<file path="src/rtl/img_pkg.sv">
// Shared pixel types and binary output levels for the img_bg thresholding block.
// Used by img_raster_cnt and img_bg.
package img_pkg;

    localparam int         PIX_W    = 8;
    localparam logic [7:0] BW_WHITE = 8'hFF;
    localparam logic [7:0] BW_BLACK = 8'h00;

    typedef logic [PIX_W-1:0] pix_t;

endpackage

</file>
<file path="src/rtl/img_raster_cnt.sv">
// Raster column/row counter for a W x H frame with wrap and last-pixel flag.
// o_x/o_y give the position of the next accepted pixel.
import img_pkg::*;

module img_raster_cnt #(
    parameter  int W  = 256,
    parameter  int H  = 256,
    localparam int XW = $clog2(W),
    localparam int YW = $clog2(H)
) (
    input  logic          clk,
    input  logic          rst,
    input  logic          i_adv,
    output logic [XW-1:0] o_x,
    output logic [YW-1:0] o_y,
    output logic          o_last
);

    logic [XW-1:0] r_x;
    logic [YW-1:0] r_y;
    logic          w_x_last;
    logic          w_y_last;

    assign w_x_last = (r_x == XW'(W - 1));
    assign w_y_last = (r_y == YW'(H - 1));

    always_ff @(posedge clk or posedge rst) begin
        if (rst) begin
            r_x <= '0;
            r_y <= '0;
        end else if (i_adv) begin
            if (w_x_last) begin
                r_x <= '0;
                r_y <= w_y_last ? '0 : r_y + YW'(1);
            end else begin
                r_x <= r_x + XW'(1);
            end
        end
    end

    assign o_x    = r_x;
    assign o_y    = r_y;
    assign o_last = w_x_last && w_y_last;

endmodule

</file>
<file path="src/rtl/img_bg.sv">
// Streaming grayscale to black/white thresholder with raster position tracking.
// Define IMG_BG_AUTO_THRESH_EN to threshold each frame at the previous frame's mean.
import img_pkg::*;

module img_bg #(
    parameter  int   W          = 256,
    parameter  int   H          = 256,
    parameter  pix_t DEF_THRESH = 8'd128,
    localparam int   XW         = $clog2(W),
    localparam int   YW         = $clog2(H)
) (
    input  logic          clk,
    input  logic          rst,
    input  pix_t          pixel_in,
    input  logic          pixel_valid,
    input  pix_t          threshold,
    output pix_t          bw_out,
    output logic          bw_valid,
    output logic [XW-1:0] x_pos,
    output logic [YW-1:0] y_pos,
    output logic          frame_done
);

    logic [XW-1:0] w_x;
    logic [YW-1:0] w_y;
    logic          w_last;
    pix_t          w_thr;

    img_raster_cnt #(
        .W (W),
        .H (H)
    ) u_cnt (
        .clk    (clk),
        .rst    (rst),
        .i_adv  (pixel_valid),
        .o_x    (w_x),
        .o_y    (w_y),
        .o_last (w_last)
    );

`ifdef IMG_BG_AUTO_THRESH_EN
    localparam int LOG_N = $clog2(W * H);
    localparam int ACC_W = PIX_W + LOG_N;

    logic [ACC_W-1:0] r_acc;
    pix_t             r_thr;
    logic [ACC_W-1:0] w_sum;
    logic             w_unused_thr;

    assign w_sum        = r_acc + ACC_W'(pixel_in);
    assign w_thr        = r_thr;
    assign w_unused_thr = ^threshold;

    // Mean includes the last pixel; it takes effect from the next frame's (0,0).
    always_ff @(posedge clk or posedge rst) begin
        if (rst) begin
            r_acc <= '0;
            r_thr <= DEF_THRESH;
        end else if (pixel_valid) begin
            if (w_last) begin
                r_acc <= '0;
                r_thr <= w_sum[ACC_W-1:LOG_N];
            end else begin
                r_acc <= w_sum;
            end
        end
    end
`else
    assign w_thr = threshold;
`endif

    always_ff @(posedge clk or posedge rst) begin
        if (rst) begin
            bw_out     <= BW_BLACK;
            bw_valid   <= 1'b0;
            x_pos      <= '0;
            y_pos      <= '0;
            frame_done <= 1'b0;
        end else begin
            bw_valid   <= pixel_valid;
            frame_done <= pixel_valid && w_last;
            if (pixel_valid) begin
                bw_out <= (pixel_in >= w_thr) ? BW_WHITE : BW_BLACK;
                x_pos  <= w_x;
                y_pos  <= w_y;
            end
        end
    end

endmodule

</file>
<file path="config.mk">
export PLATFORM = sky130hd
export DESIGN_NAME = img_bg
export DESIGN_NICKNAME = d
export VERILOG_FILES = /design/src/rtl/img_pkg.sv /design/src/rtl/img_raster_cnt.sv /design/src/rtl/img_bg.sv
export SDC_FILE = /design/constraint.sdc
export NUM_CORES = 1
export LEC_CHECK = 0
export ABC_AREA = 1
export CAP_MARGIN = 20
export CORE_AREA = 8 8 82 76
export DETAILED_ROUTE_END_ITERATION = 12
export DIE_AREA = 0 0 90 84
export GPL_TIMING_DRIVEN = 0
export PLACE_DENSITY = 0.67
export SLEW_MARGIN = 20
export SYNTH_ARGS = -nofsm -noshare
export SYNTH_HDL_FRONTEND = slang
export SYNTH_SLANG_ARGS = --single-unit
</file>
<file path="constraint.sdc">
create_clock -name clk -period 2.9 [get_ports clk]
set_input_delay 0.58 -clock clk [delete_from_list [all_inputs] [get_ports clk]]
set_output_delay 0.58 -clock clk [all_outputs]
set_load 0.01 [all_outputs]
</file>
After elaboration in Yosys (flattened, before gate mapping)

Cells that the tools add are included.

Flip-flop bits (word level): 42
Latch bits: 0
Memory bits (writable): 0
Memory bits (read-only): 0
Output and inout bits: 26
Logic and storage cells: 18
Memories: 0

Add/subtract/negate cells: 2
Multipliers: 0
Divide/modulo/power cells: 0
$lt $le $gt $ge: 1
Eq/ne operators: 2
Shift operators: 0
Muxes and demuxes: 3
Bitwise gates (word level): 0
Reductions and logical operators: 3

Operators by type and width:

| cell                                                           | number |
|---|---|
| 8-bit 2-to-1 mux                                               | 3 |
| 8-bit by 1-bit adder with 8-bit output (second input constant) | 2 |
| 8-bit equality test (second input constant)                    | 2 |
| 8-bit >= comparator                                            | 1 |
| 1-bit logical AND                                              | 2 |
| 2-bit AND reduction                                            | 1 |

Longest topological paths before layout

Gate-level depths: netlist (run 1).

Word-level depth: 3
Gate-level depth with buffers: 9
Mapped depth without buffers: 9

By module

Synthesis (run 1) repeated with hierarchy kept, for this count alone.

Cell total of the unflattened synthesis: 231
Area total of the unflattened synthesis: 1889.3 um^2

Modules (own cells, without submodules):

| module         | instances | cells each | area each (um^2) |
|---|---|---|---|
| img_bg         | 1         | 118        | 980.9 |
| img_raster_cnt | 1         | 113        | 908.4 |

Worst setup path before layout (run 1)

OpenSTA, ideal clock, no wires.

Path type: in2reg
Start: input pixel_valid
End: register u_cnt.r_x[7], in the netlist u_cnt.o_x[7]
Data arrival time: 1.231 ns
Required time: 2.781 ns
Path slack: 1.550 ns
Stages on the path: 8
Path buffers: 1
Cells stage by stage: buf_4 > nand2_4 > inv_2 > nand2_4 > nor2_8 > inv_4 > o21ai_1 > nor2_1

RTL lines:

| what                 | RTL line             | text |
|---|---|---|
| start, declared      | img_bg.sv:15         | `input logic pixel_valid,` |
| end signal, assigned | img_raster_cnt.sv:36 | `r_x <= r_x + XW'(1);` |
| end, declared        | img_raster_cnt.sv:19 | `logic [XW-1:0] r_x;` |

==> results.yml, run 1 <==
route:
  first_pass_iters: 4
  wl_um: 3990
  ant_nets: 0
  wire_per_inst_um: 11.7
  vias: 1507
  route.detailed.drc: 0
  vias_per_cell: 4.42
  first_iter_violations: 68
timing:
  holdWs_ns: 0.468
  rsz0062_at_grt: "false"
  finalSetupTns_ns: 0
  tightest_slew_ns: 0.710
  fin_skew_ns: 0.00675
  setup_viol: 0
  fmaxAchievable_ghz: 0.488
  hold_violations: 0
  period_needed_ns: 2.05
  maxSlewViolCount: 0
  min_period_over_period: 0.706
  slew_headroom: 0.526
critical_path:
  path_buf_inv: 2
  critical_path.max_stage_delay_ns: 0.54
  cp-start-kind: "register"
  arrival_ns: 1.47
  worstPathMaxFanout: 9
  crit_slowest_cell: "clkdlybuf4s50_1"
  path_cells: "buf_4 -> clkdlybuf4s50_1"
  path_delay_family: "buffers and inverters"
  crit_path_end_kind: "primary output"
  rr_startpoint: "u_cnt.o_x[1]$_DFFE_PP0P_"
  required_ns: 2.32
  crit_type: "register to primary output"
  setup.worst_path.start: "bw_out[6]$_DFFE_PP0P_"
die:
  start_util: 0.380
  coreArea_mm2: 0.00480
  die_y_um: 84
  dieWidth_um: 90
  die-area_mm2: 0.00756
  io_pins: 45
  row_count: 24
synth:
  synth_cells: 224
  netlist_area_mm2: 0.00183
  synth_area_per_cell_um2: 8.15
  ys.warnings.count: 0
  postSynth.asyncResetShare: 1.00
  syn-num-nets: 253
  synthDistinctLibCells: 25
  ys.flop_type: "dfrtp_1"
  seq_area_frac_synth: 0.480
  synth_seq_cells: 35
  synth-edff-count: 0
placement:
  dp_hpwl_um: 2870
  gp_congestion: 0.822
  io_buffers: 44
cts:
  ctsHoldBuffers: 0
  cts.repair.resized: 0
  cts.sinks: 35
  cts-root-buf: "clkbuf_8"
  clk_latency_ns: 0.29
  post_cts_buffers: 0
  cts_buffer_depth: 2
  tritoncts: "built"
  numCtsBuffers: 5
  cts_htree_levels: 2
  clkTransAtPathRegs_ns: 0.07
grt:
  grt_use_total: 0.111
  antenna_found_initial: 0
  grt_max_degree: 36
  first_global_vias: 1514
  grt_pass1_wl_um: 6910
  overflow: 0
min_path:
  hold_start: "y_pos[3]$_DFFE_PP0P_"
  holdCritPathClass: "register to register"
finish:
  antennaDiodeCount: 0
  fill_cells: 485
  nets: 304
  area_growth_syn_to_layout_pct: 33.0
  layout_common_cells: "nand2_1 (83), clkdlybuf4s50_1 (44), dfrtp_1 (35)"
  drive_gt1_frac: 0.109
  layout_commonest_cell: "nand2_1"
pwr:
  vdd_drop_max_v: 0.000236
  leakage_uw: 0.00127
  power_density_mw_per_mm2: 541
flow_run:
  drv_cap: 0
outcome:
  status: "finished, final reports clean"
-- worst reg2reg max path, stage by stage, from the launching register on --
cell and delay [ns]:
dfrtp_1 0.42, ha_1 0.19, nand2_1 0.07, inv_2 0.09
nand2_4 0.07, nor2_8 0.18, inv_4 0.09, o21ai_1 0.09
nor2_1 0.05
-- layer usage --
metal	vias up	track usage	wire length [µm]
li1	784	-	-
met3	5	0.0351	198
met1	685	0.132	1870
met2	33	0.172	1870
met4	0	0.0665	63
met5	-	0	0
-- final timing paths --
path | endpoint | slack, ns | cells past startpoint
min | y_pos[3]$_DFFE_PP0P_ | 0.47 | 2
max reg2reg | u_cnt.o_x[7]$_DFFE_PP0P_ | 1.53 | 8
min reg2reg | y_pos[3]$_DFFE_PP0P_ | 0.47 | 2
max in group asynchronous | u_cnt.o_x[4]$_DFFE_PP0P_ | 1.71 | 2
min in group asynchronous | x_pos[2]$_DFFE_PP0P_ | 0.73 | 2
max | bw_out[7] | 0.85 | 2
-- power by group --
group          switching, µW  leakage, µW  internal [µW]  total [µW]
Combinational            156     0.000774            181         337
Sequential              75.0     0.000455            564         639
Clock                    169    0.0000422            168         337
Total                    400      0.00127            913        1310
-- registers in the layout, summed over array words and instances, names as in the netlist --
| register | count |
|---|---|
| u_cnt.o_x | 8 |
| u_cnt.o_y | 8 |
| x_pos | 8 |
| y_pos | 8 |
| bw_out | 1 |
| bw_valid | 1 |
| frame_done | 1 |
-- layout make-up --
cell class	instances	area [µm²]	area share
flip-flops and latches	35	876	0.361
multi-input cells	151	771	0.317
repair buffers	44	440	0.181
inverters	27	105	0.0433
well taps	65	81.3	0.0335
clock buffers	7	76.3	0.0314
plain buffers	11	73.8	0.0304
clock inverters	1	5.00	0.00206
-- logic make-up after synthesis --
kind of cell | after synthesis | synth area share
simple gates | 124 | 0.295
buf+inv | 38 | 0.0980
flops | 35 | 0.480
compound gates | 12 | 0.0349
fa+ha+maj | 10 | 0.0685
xor+xnor | 5 | 0.0240
-- metrics by stage --
step	setup slack [ns]	instances	area, µm²	total power [µW]	utilization
6_report	0.851	341	2430	1310	0.505
5_1_grt	0.775	341	2430	1400	0.505
4_1_cts	0.832	341	2430	1330	0.505
3_5_place_dp	0.910	333	2350	984	0.489
3_3_place_gp	0.712	333	2350	978	0.489
2_1_floorplan	1.54	224	1830	814	-
-- cell usage after synthesis (2+ instances only) --
master   instances  share of area
nand2_4          3          0.019
inv_2            2         0.0041
xnor2_1          3          0.014
nand3_1          7          0.019
nand2_2          2         0.0069
nor3_1           4          0.011
xor2_1           2         0.0096
o21ai_0          7          0.019
nand4_1          4          0.014
dfrtp_1         35           0.48
ha_1            10          0.069
buf_2            2         0.0055
buf_4            8          0.033
nand2_1         83           0.17
nor2_1          18          0.037
inv_1           23          0.047
a21oi_1          3         0.0082
Note: power is estimated with default switching activity, not from simulation.
==> inputs of run 2 (changes only) <==
Clock period 2.9 ns to 1.9 ns, I/O delays scaled along.
==> results.yml, run 2 (synthesis gave the netlist of run 1 again) <==
grt:
  grt_use_total: 0.111
  antenna_found_initial: 0
  first_global_vias: 1514
  grt_pass1_wl_um: 6910
  grt_max_degree: 36
  overflow: 0
finish:
  fill_cells: 485
  layout_commonest_cell: "nand2_1"
  nets: 304
  drive_gt1_frac: 0.112
  regArea_um2: 877
  area_growth_syn_to_layout_pct: 33.1
  layout_common_cells: "nand2_1 (83), clkdlybuf4s50_1 (44), dfrtp_1 (34)"
  multi_input_area_um2: 771
  design_area_mm2: 0.00243
  postLayoutCoreUtil: 0.506
  antennaDiodeCount: 0
min_path:
  min_to: "y_pos[3]$_DFFE_PP0P_"
  min_path_cells: 2
  hold_start: "y_pos[3]$_DFFE_PP0P_"
  holdCritPathClass: "register to register"
outcome:
  status: "finished, final reports clean"
critical_path:
  rr_startpoint: "u_cnt.o_x[1]$_DFFE_PP0P_"
  crit_path_end_kind: "primary output"
  cp-start-kind: "register"
  crit_slowest_cell: "clkdlybuf4s50_1"
  required_ns: 1.52
  critical_path.max_stage_delay_ns: 0.54
  r2r_end: "u_cnt.o_x[7]$_DFFE_PP0P_"
  crit_type: "register to primary output"
  arrival_ns: 1.39
  worstPathMaxFanout: 9
  reg2reg_depth: 8
  reg2reg_slack_ns: 0.53
  path_cells: "buf_4 -> clkdlybuf4s50_1"
route:
  first_iter_violations: 72
  vias: 1508
  ant_nets: 0
  first_pass_iters: 4
  wire_per_inst_um: 11.7
  wl_um: 4000
  route.detailed.drc: 0
  vias_per_cell: 4.42
cts:
  clkTransAtPathRegs_ns: 0.07
  cts_buffer_depth: 2
  cts-root-buf: "clkbuf_8"
  cts_htree_levels: 2
  numCtsBuffers: 5
  post_cts_buffers: 0
  clk_latency_ns: 0.29
  tritoncts: "built"
  ctsHoldBuffers: 0
  cts.sinks: 35
timing:
  setup_viol: 0
  hold_violations: 0
  period_needed_ns: 1.77
  tightest_slew_ns: 0.710
  finalSetupTns_ns: 0
  fin_skew_ns: 0.00675
  rsz0062_at_grt: "false"
  fmaxAchievable_ghz: 0.564
  slew_headroom: 0.526
  min_period_over_period: 0.933
  maxSlewViolCount: 0
placement:
  io_buffers: 44
  gp_congestion: 0.822
  dp_hpwl_um: 2870
  dpl_cell_area_mm2: 0.00235
flow_run:
  drv_cap: 0
pwr:
  power_density_mw_per_mm2: 825
  vdd_drop_max_v: 0.000361
  finalPower_uw: 2000
  leakage_uw: 0.00127
die:
  die_y_um: 84
  row_count: 24
  dieWidth_um: 90
  io_pins: 45
  die-area_mm2: 0.00756
  coreArea_mm2: 0.00480
  start_util: 0.380
==> run 2: cell counts in the layout (fill, tap and decap cells not counted) <==
Identical to the previous run, type by type.
==> run 2: area by class of cell <==
type,instances,share of cell area
sequential,35,0.361
multi-input combinational,151,0.317
timing repair buffer,44,0.181
inverter,27,0.0433
tap,65,0.0335
clock buffer,7,0.0314
buffer,11,0.0304
clock inverter,1,0.00206
==> run 2: how the worst max path moves through the flow <==
stage / depth (start not counted) / start / endpoint / slack [ns]
floorplan: 8 / u_cnt.o_x[1]$_DFFE_PP0P_ / u_cnt.o_x[7]$_DFFE_PP0P_ / 0.70
global placement: 2 / rst / x_pos[5]$_DFFE_PP0P_ / -0.09
detailed placement: 9 / pixel_valid / u_cnt.o_x[7]$_DFFE_PP0P_ / 0.11
CTS: 2 / bw_out[6]$_DFFE_PP0P_ / bw_out[6] / 0.03
global route: 2 / bw_out[6]$_DFFE_PP0P_ / bw_out[7] / 0.07
finish: 2 / bw_out[6]$_DFFE_PP0P_ / bw_out[7] / 0.13
==> run 2: per-stage QoR <==
step / std cells / hold WS (ns) / setup slack (ns)
2_1_floorplan: 224 / 0.411 / 0.704
3_3_place_gp: 333 / 0.456 / -0.0884
3_5_place_dp: 333 / 0.458 / 0.110
4_1_cts: 341 / 0.475 / 0.0321
5_1_grt: 341 / 0.495 / 0.0680
6_report: 341 / 0.468 / 0.127
==> run 2: critical path: cells and delay by family (launching register included) <==
family / cells / cell delay (ns)
buffers and inverters: 2 / 0.67
flip-flops: 1 / 0.44
==> run 2: per-layer routing <==
metal  global-route usage  vias up  routed length (µm)
met5                    0        -                   0
met4               0.0665        0                  63
met3               0.0351        5                 198
met2                0.172       33                1870
met1                0.132      686                1870
li1                     -      784                   -
==> run 2: power by group <==
part	total (µW)	internal (µW)	switching [µW]
sequential	975	861	114
clock	515	257	258
combinational	515	276	239
==> run 2: repair_timing <==
item | 4_1_cts | 5_1_grt
resized for setup | 0 | 1
setup endpoints to repair | 0 | 6
endpoints found under the hold margin | 0 | 0
